<file path="src/rtl/mips_ctrl_pkg.sv">
// Shared definitions for the multicycle MIPS controller: state encoding,
// opcode/funct constants, internal ALU-op codes and ALU control codes.
package mips_ctrl_pkg;

  typedef enum logic [3:0] {
    S_FETCH1  = 4'd0,
    S_FETCH2  = 4'd1,
    S_FETCH3  = 4'd2,
    S_FETCH4  = 4'd3,
    S_DECODE  = 4'd4,
    S_MEMADR  = 4'd5,
    S_LBRD    = 4'd6,
    S_LBWR    = 4'd7,
    S_SBWR    = 4'd8,
    S_RTYPEEX = 4'd9,
    S_RTYPEWR = 4'd10,
    S_BEQEX   = 4'd11,
    S_JEX     = 4'd12,
    S_ADDIEX  = 4'd13,
    S_ADDIWR  = 4'd14
  } state_t;

  localparam logic [5:0] OP_LB    = 6'h20;
  localparam logic [5:0] OP_SB    = 6'h28;
  localparam logic [5:0] OP_RTYPE = 6'h00;
  localparam logic [5:0] OP_BEQ   = 6'h04;
  localparam logic [5:0] OP_J     = 6'h02;
  localparam logic [5:0] OP_ADDI  = 6'h08;

  localparam logic [5:0] FUNCT_ADD = 6'h20;
  localparam logic [5:0] FUNCT_SUB = 6'h22;
  localparam logic [5:0] FUNCT_AND = 6'h24;
  localparam logic [5:0] FUNCT_OR  = 6'h25;
  localparam logic [5:0] FUNCT_SLT = 6'h2A;

  // NONE marks states that do not use the ALU; their alucont stays 000.
  typedef enum logic [1:0] {
    ALUOP_NONE  = 2'b00,
    ALUOP_ADD   = 2'b01,
    ALUOP_SUB   = 2'b10,
    ALUOP_FUNCT = 2'b11
  } aluop_t;

  localparam logic [2:0] ALUCONT_AND  = 3'b000;
  localparam logic [2:0] ALUCONT_OR   = 3'b001;
  localparam logic [2:0] ALUCONT_ADD  = 3'b010;
  localparam logic [2:0] ALUCONT_SUB  = 3'b110;
  localparam logic [2:0] ALUCONT_SLT  = 3'b111;
  localparam logic [2:0] ALUCONT_NONE = 3'b000;

endpackage

</file>
<file path="src/rtl/mips_controller_alu_decoder.sv">
// ALU control decoder: maps the controller's ALU-op request and the R-type
// funct field to the 3-bit ALU operation. funct_valid depends on funct only,
// so the controller can judge R-type legality while still in DECODE.
module alu_decoder
  import mips_ctrl_pkg::*;
(
  input  logic [1:0] aluop,
  input  logic [5:0] funct,
  output logic [2:0] alucont,
  output logic       funct_valid
);

  logic [2:0] w_funct_cont;

  // Decode the funct field into an ALU operation and flag unsupported codes.
  always_comb begin
    w_funct_cont = ALUCONT_NONE;
    funct_valid  = 1'b0;
    case (funct)
      FUNCT_ADD: begin w_funct_cont = ALUCONT_ADD; funct_valid = 1'b1; end
      FUNCT_SUB: begin w_funct_cont = ALUCONT_SUB; funct_valid = 1'b1; end
      FUNCT_AND: begin w_funct_cont = ALUCONT_AND; funct_valid = 1'b1; end
      FUNCT_OR:  begin w_funct_cont = ALUCONT_OR;  funct_valid = 1'b1; end
      FUNCT_SLT: begin w_funct_cont = ALUCONT_SLT; funct_valid = 1'b1; end
      default:   begin w_funct_cont = ALUCONT_NONE; funct_valid = 1'b0; end
    endcase
  end

  // Select the ALU operation according to the requested ALU-op class.
  always_comb begin
    alucont = ALUCONT_NONE;
    case (aluop_t'(aluop))
      ALUOP_ADD:   alucont = ALUCONT_ADD;
      ALUOP_SUB:   alucont = ALUCONT_SUB;
      ALUOP_FUNCT: alucont = w_funct_cont;
      default:     alucont = ALUCONT_NONE;
    endcase
  end

endmodule

</file>
<file path="src/rtl/mips_controller.sv">
// Multicycle MIPS control FSM (byte-wide instruction fetch over four cycles).
// Moore outputs decoded from the state register; pcen also sees the ALU zero
// flag during BEQEX. Asynchronous reset forces FETCH1 and masks all enables.
// Optional feature macro: MIPS_CTRL_ADDI_EN (adds ADDIEX/ADDIWR and op 0x08).
module mips_controller
  import mips_ctrl_pkg::*;
(
  input  logic       clk,
  input  logic       reset_n,
  input  logic [5:0] op,
  input  logic [5:0] funct,
  input  logic       zero,
  output logic       pcen,
  output logic       iord,
  output logic       memwrite,
  output logic       regdst,
  output logic       memtoreg,
  output logic       regwrite,
  output logic       alusrca,
  output logic [3:0] irwrite,
  output logic [1:0] alusrcb,
  output logic [2:0] alucont,
  output logic [1:0] pcsource,
  output logic [3:0] state,
  output logic       illegal_op
);

  state_t     r_state;
  state_t     w_next_state;
  logic       w_funct_valid;
  logic       w_op_legal;
  logic       w_pcwrite;
  logic       w_branch;
  logic       w_memwrite;
  logic       w_regwrite;
  logic [3:0] w_irwrite;
  aluop_t     w_aluop;

  alu_decoder u_alu_decoder (
    .aluop       (w_aluop),
    .funct       (funct),
    .alucont     (alucont),
    .funct_valid (w_funct_valid)
  );

  // State register; reset returns to FETCH1 without waiting for a clock.
  always_ff @(posedge clk or negedge reset_n) begin
    if (!reset_n) r_state <= S_FETCH1;
    else          r_state <= w_next_state;
  end

  // Classify the current opcode (and funct for R-type) as executable.
  always_comb begin
    w_op_legal = 1'b0;
    case (op)
      OP_LB, OP_SB, OP_BEQ, OP_J: w_op_legal = 1'b1;
      OP_RTYPE:                   w_op_legal = w_funct_valid;
`ifdef MIPS_CTRL_ADDI_EN
      OP_ADDI:                    w_op_legal = 1'b1;
`endif
      default:                    w_op_legal = 1'b0;
    endcase
  end

  // Next-state logic; unused codes (and disabled ADDI states) recover to FETCH1.
  always_comb begin
    w_next_state = S_FETCH1;
    case (r_state)
      S_FETCH1:  w_next_state = S_FETCH2;
      S_FETCH2:  w_next_state = S_FETCH3;
      S_FETCH3:  w_next_state = S_FETCH4;
      S_FETCH4:  w_next_state = S_DECODE;
      S_DECODE: begin
        if (!w_op_legal)                          w_next_state = S_FETCH1;
        else if (op == OP_LB || op == OP_SB)      w_next_state = S_MEMADR;
        else if (op == OP_RTYPE)                  w_next_state = S_RTYPEEX;
        else if (op == OP_BEQ)                    w_next_state = S_BEQEX;
        else if (op == OP_J)                      w_next_state = S_JEX;
`ifdef MIPS_CTRL_ADDI_EN
        else if (op == OP_ADDI)                   w_next_state = S_ADDIEX;
`endif
        else                                      w_next_state = S_FETCH1;
      end
      S_MEMADR:  w_next_state = (op == OP_LB) ? S_LBRD : S_SBWR;
      S_LBRD:    w_next_state = S_LBWR;
      S_RTYPEEX: w_next_state = S_RTYPEWR;
`ifdef MIPS_CTRL_ADDI_EN
      S_ADDIEX:  w_next_state = S_ADDIWR;
`endif
      default:   w_next_state = S_FETCH1;
    endcase
  end

  // Moore output decode; write-back states keep the ALU selects because the
  // register write data is taken straight from the ALU output.
  always_comb begin
    w_irwrite  = 4'b0000;
    iord       = 1'b0;
    w_memwrite = 1'b0;
    regdst     = 1'b0;
    memtoreg   = 1'b0;
    w_regwrite = 1'b0;
    alusrca    = 1'b0;
    alusrcb    = 2'b00;
    w_aluop    = ALUOP_NONE;
    w_pcwrite  = 1'b0;
    w_branch   = 1'b0;
    pcsource   = 2'b00;
    case (r_state)
      S_FETCH1, S_FETCH2, S_FETCH3, S_FETCH4: begin
        w_irwrite = 4'b0001 << r_state[1:0];
        alusrcb   = 2'b01;
        w_aluop   = ALUOP_ADD;
        w_pcwrite = 1'b1;
      end
      S_DECODE: begin
        alusrcb = 2'b11;
        w_aluop = ALUOP_ADD;
      end
      S_MEMADR, S_LBRD: begin
        alusrca = 1'b1;
        alusrcb = 2'b10;
        w_aluop = ALUOP_ADD;
        iord    = (r_state == S_LBRD);
      end
      S_LBWR: begin
        w_regwrite = 1'b1;
        memtoreg   = 1'b1;
      end
      S_SBWR: begin
        alusrca    = 1'b1;
        alusrcb    = 2'b10;
        w_aluop    = ALUOP_ADD;
        iord       = 1'b1;
        w_memwrite = 1'b1;
      end
      S_RTYPEEX, S_RTYPEWR: begin
        alusrca    = 1'b1;
        w_aluop    = ALUOP_FUNCT;
        w_regwrite = (r_state == S_RTYPEWR);
        regdst     = (r_state == S_RTYPEWR);
      end
      S_BEQEX: begin
        alusrca  = 1'b1;
        w_aluop  = ALUOP_SUB;
        w_branch = 1'b1;
        pcsource = 2'b01;
      end
      S_JEX: begin
        w_pcwrite = 1'b1;
        pcsource  = 2'b10;
      end
`ifdef MIPS_CTRL_ADDI_EN
      S_ADDIEX, S_ADDIWR: begin
        alusrca    = 1'b1;
        alusrcb    = 2'b10;
        w_aluop    = ALUOP_ADD;
        w_regwrite = (r_state == S_ADDIWR);
      end
`endif
      default: begin
        w_irwrite = 4'b0000;
      end
    endcase
  end

  // Enables are masked by reset so nothing writes while reset_n is low.
  assign pcen       = reset_n & (w_pcwrite | (w_branch & zero));
  assign memwrite   = reset_n & w_memwrite;
  assign regwrite   = reset_n & w_regwrite;
  assign irwrite    = w_irwrite & {4{reset_n}};
  assign illegal_op = reset_n & (r_state == S_DECODE) & ~w_op_legal;
  assign state      = r_state;

endmodule

</file>
<file path="config.mk">
export PLATFORM = sky130hd
export DESIGN_NAME = mips_controller
export DESIGN_NICKNAME = d
export VERILOG_FILES = /design/src/rtl/mips_ctrl_pkg.sv /design/src/rtl/mips_controller_alu_decoder.sv /design/src/rtl/mips_controller.sv
export SDC_FILE = /design/constraint.sdc
export NUM_CORES = 1
export LEC_CHECK = 0
export BUFFER_PORTS_ARGS = -buffer_cell sky130_fd_sc_hd__buf_2
export CAP_MARGIN = 40
export CORE_ASPECT_RATIO = 1.1
export CORE_MARGIN = 5
export CORE_UTILIZATION = 37
export CTS_CLUSTER_DIAMETER = 50
export DETAILED_ROUTE_END_ITERATION = 8
export PLACE_DENSITY = 0.73
export SLEW_MARGIN = 10
export SYNTH_ARGS = -nofsm -noshare
export SYNTH_HDL_FRONTEND = slang
export SYNTH_HIERARCHICAL = 1
export SYNTH_SLANG_ARGS = --single-unit
</file>
<file path="constraint.sdc">
create_clock -name clk -period 1.4 [get_ports clk]
set_input_delay 0.07 -clock clk [delete_from_list [all_inputs] [get_ports clk]]
set_output_delay 0.07 -clock clk [all_outputs]
set_load 0.02 [all_outputs]
</file>
== After elaboration in Yosys (flattened, before gate mapping) ==
Cells that the tools add are included.
Storage, ports and cells
  register bits: 4
  input bits: 15
  output and inout bits: 23
  logic and storage cells: 70
Operators by class
  equality and inequality tests: 24
  shifts and indexed selects: 1
  mux-type cells: 23
  bitwise logic cells: 9
  reduce and logical (&&, ||, !) cells: 12
Operators with widths (count)
  == test 6 bit, second input constant: 7
  one-hot mux 4 bit (8 select lines): 1
  2-to-1 mux 4 bit: 7
  == test 4 bit, second input constant: 5
  == test 4 x 3 -> 1 bit, second input constant: 4
  one-hot mux 2 bit (3 select lines): 2
  one-hot mux 3 bit (4 select lines): 1
  OR reduction 5 bit: 2
  one-hot mux 3 bit (3 select lines): 1
  == test 4 x 2 -> 1 bit, second input constant: 2
  OR reduction 4 bit: 2
  OR reduction 8 bit: 1
  2-to-1 mux 1 bit: 7
  AND 1 bit: 6
  == test 6 x 2 -> 1 bit, second input constant: 1
  == test 6 x 3 -> 1 bit, second input constant: 1
  logical NOT 6 bit: 1
  one-hot mux 1 bit (2 select lines): 3
  OR reduction 6 bit: 1
  AND 4 bit: 1
  == test 2 bit, second input constant: 2
  == test 4 x 1 -> 1 bit, second input constant: 1
  logical NOT 4 bit: 1
  one-hot mux 2 bit (2 select lines): 1
  7 further kinds: 8

== Depth between registers and ports, before layout ==
  depth in word-level cells: 7
  mapped depth: 6

== By module ==
The synthesis kept the hierarchy.
By module, submodules not included
  mips_controller: instances 1, cells an instance 74, area each 475.5 um2
  alu_decoder: instances 1, cells an instance 15, area each 110.1 um2

== Worst setup path before layout ==
No wires, ideal clock.
  path type: flip-flop to output port
  start: reg r_state[0] (netlist: state[0])
  end: out alucont[1]
  arrival: 2016 ps
  data required time: 1330 ps
  setup slack: -686 ps
  stages on the path, launching flop included: 6
  buffers on the path: 1
  cells stage by stage: dfrtp_1 clkbuf_1 nor2_1 nor2_1 nor2_1 o41ai_1
On the way
  word-level cells in the longest chain between the ends: 5
  elaborated cells between the ends (all ways): 18
Ends and longest elaborated chain
  from (decl): line mips_controller.sv:28  | state_t r_state;
  from (signal assigned): line mips_controller.sv:49  | else r_state <= w_next_state;
  == test 4 x 3 -> 1 bit, or another cell as far along: line mips_controller.sv:109  | case (r_state)
  OR reduction 8 bit (no line) / OR reduction 2 bit (equally long branches)
  one-hot mux 2 bit (3 select lines) (*): line mips_controller.sv:109
  named net w_aluop[1]: line mips_controller.sv:37  | aluop_t w_aluop;
  == test 2 bit / == test 2 x 1 -> 1 bit (equally long branches): line mips_controller_alu_decoder.sv:32  | case (aluop_t'(aluop))
  one-hot mux 3 bit (3 select lines) (*): line mips_controller_alu_decoder.sv:32
  to (decl): line mips_controller.sv:22  | output logic [2:0] alucont,
Mark *: on every way through the listed nets, which the timed path passes. The rest lies on a longest branch.

== Final worst setup path ==
  start: reg r_state[2] (netlist: state[2])
  end: out alucont[0]
The elaborated chain is that of the path after synthesis.

==> key figures <==
Worst setup path
  – Startpoint types: flip-flop
  – CP Data Arrival Time: 1.52 ns
  – Critical path class: reg2out
  – Worst Path Max Fanout: 4
  – Worst reg-to-reg setup slack: -0.02 ns
  – Setup crit end kind: primary output
  – WP data required: approximately 1.3 ns

Cells and area
  – Final nets: 161
  – Diodes inserted: 0
  – Share of post-route cells with drive strength above 1: 64.6%
  – Fillers: 103
  – Max reg flops: 4
  – Layout area overhead: 109%
  – Cell Count, Final, Fillers Out: 161

Route
  – DR vias: 902
  – Via/cell ratio: 5.60
  – Routed WL: 2360 µm
  – Initial DRC Count: 18
  – DRC viols: 0
  – Final ANT Viol Nets: 0
  – Drt first pass iters: 4
  – Drt wl/cell: 14.7 µm

Clock tree
  – CTS clk-pin slew, worst paths: 0.04 ns
  – Worst-Skew Late Latency: 0.25 ns
  – CTS buffer count: 3
  – Max H-tree Level: 1
  – Root Buffer: clkbuf_4
  – CTS Sinks: 4
  – CTS tree: built
  – Longest Clk Path Bufs: 2

Logic synthesis
  – Leading area contributor after synthesis: dfrtp_1
  – Top FF cell, synth: dfrtp_1
  – Asr flop ratio synth: 100%
  – Mapped Cells: 89
  – Synth top area share: 17.1%
  – Net Count, Synth: between 100 and 150
  – Area contributors post-synth: dfrtp_1 (17%), nor2_1 (13%), nand2b_1 (7.5%)
  – Number of flops mapped to enable cells by yosys: 0
  – Top cells by count, synth: nor2_1 (21), nand2_1 (9), nand2b_1 (7)
  – Mean post-synth cell area: approximately 6.6 µm²
  – Yosys reg bits: 4
  – Most common cell in the netlist: nor2_1
  – Sequential area share after synthesis: 17.1%
  – Library cells used by synthesis: 34
  – Synthesis Warnings: 6
  – Netlist Area Pre-Place: 586 µm²

Global routing
  – Initial antenna violation count: 0
  – First-pass GRT wire length: around 3600 µm
  – Total global routing overflow: 0
  – Vias in the first global route: ~860
  – Largest net degree at the start of global routing: 10
  – GR Util All Layers: around 20%

Die
  – Die area: approximately 2500 µm²
  – Die Ht: 51.7 µm
  – Ports: 38
  – Cell Rows: 15
  – Core footprint: between 1500 and 2000 µm²
  – Initial Util: between 30% and 40%
  – Die width: 47.9 µm

Placement
  – Post-DP HPWL: 1650 µm
  – Place WS: -0.0126 ns
  – GPL Wtd Cong: 0.802
  – PortBufs: 37
  – Cell count after placement: 152

Power
  – P_leak: 0.546 nW
  – Total power per unit cell area: 1770 nW/µm²
  – Pwr Total: 2.17 mW
  – Max VDD drop: 834 µV

STA
  – Max-slew violation count: 0
  – Relative slew margins: between 60% and 70%
  – Fin worst setup slack: -0.187 ns
  – Worst-Margin Slew: between 0.4 and 0.5 ns
  – Minimum clock period: 1.59 ns
  – Clock Skews: 0.00616 ns
  – Tcrit/Tclk final: 113%
  – FMAX: 630 MHz
  – Setup violations, final: 10
  – Hold Vio Cnt, Final: 0
  – RSZ-0062 raised after global routing: yes

Run
  – Maxcap violations: 0

Worst hold path
  – Worst hold path class: in2async

Outcome
  – Violated checks: negative setup slack
  – Status: finished, violations left
==> cell families (layout without fill, tap and decap cells) <==
| kind of cell | Yosys count | in the layout | synth area share, % |
|---|---|---|---|
| and+or+nand+nor | 53 | 53 | 46.4 |
| AOI/OAI and AO/OA | 24 | 24 | 30.1 |
| buffers and inverters | 7 | 62 | 4.91 |
| DFF | 4 | 4 | 17.1 |
| xor gates and xnor gates | 1 | 1 | 1.50 |
==> area by class of cell <==
class | count | area [µm²] | share of cell area [%]
multi-input cells | 78 | 636 | 52.0
repair buffers | 57 | 424 | 34.7
well taps | 17 | 21.3 | 1.74
clock buffers | 3 | 22.5 | 1.84
inverters | 2 | 12.5 | 1.02
flip-flops and latches | 4 | 105 | 8.61
==> cells in the final DEF (no fill, tap or decap), types with 2 or more instances in the layout <==
master    count
buf_6        11
clkbuf_4      3
nor2_1       13
nor2_4        5
nor3_1        2
a21oi_1       3
a21boi_0      2
a211oi_2      2
nand2b_1      3
buf_4        20
nor2_2        3
buf_2        24
dfrtp_2       4
o21a_1        2
nand2_1       4
nand2_2       3
nor2b_1       3
o22ai_1       2
nand2_4       2
nand2b_4      4
o21ai_0       2
==> metal layers <==
layer	vias to the layer above	part of all wire [%]	track usage (%)
met2	38	57	36.1
li1	435	-	-
met5	-	0	0
met3	3	7.6	1.38
met4	0	1.2	12.1
met1	426	34	21.3
==> per-stage QoR <==
step	utilization, %	instance area (µm²)	TNS [ns]	hold slack (ns)
after floorplan	-	669	-0.342	-0.226
after global placement	61.7	950	0	-0.0875
after detailed placement	61.7	950	-0.0217	-0.0909
after CTS	73.8	1140	-0.832	0.189
after global routing	79.3	1220	-1.72	0.214
final	79.3	1220	-0.894	0.196
==> final timing paths <==
check                      cells after the start  startpoint         end
setup / recovery                               6    state[2]  alucont[0]
hold / removal                                 2     reset_n    state[2]
setup reg to reg                               6    state[2]    state[3]
hold reg to reg                                2    state[0]    state[0]
max in group asynchronous                      2     reset_n    state[0]
min in group clk                               4       op[1]    state[0]
==> power breakdown <==
group          total (mW)  switching (mW)  internal (mW)
clock               0.155          0.0587         0.0966
sequential          0.266          0.0942          0.172
combinational        1.74           0.901          0.842
total                2.17            1.05           1.11
==> critical path, stage by stage (launching register included) <==
cell and delay [ns]:
dfrtp_2 0.40, buf_6 0.12, nand2_4 0.04, a21o_4 0.25, and4b_1 0.22, o21a_1 0.11, buf_6 0.13
==> repair_timing <==
item / in CTS / in global routing
setup buffers: 2 / 4
hold buffers: 1 / 0
pin swaps: 7 / 8
hold endpoints to repair: 4 / 0
setup endpoints to repair: 15 / 16
resized for setup: 38 / 14
Power figures use the tool's default switching activity.
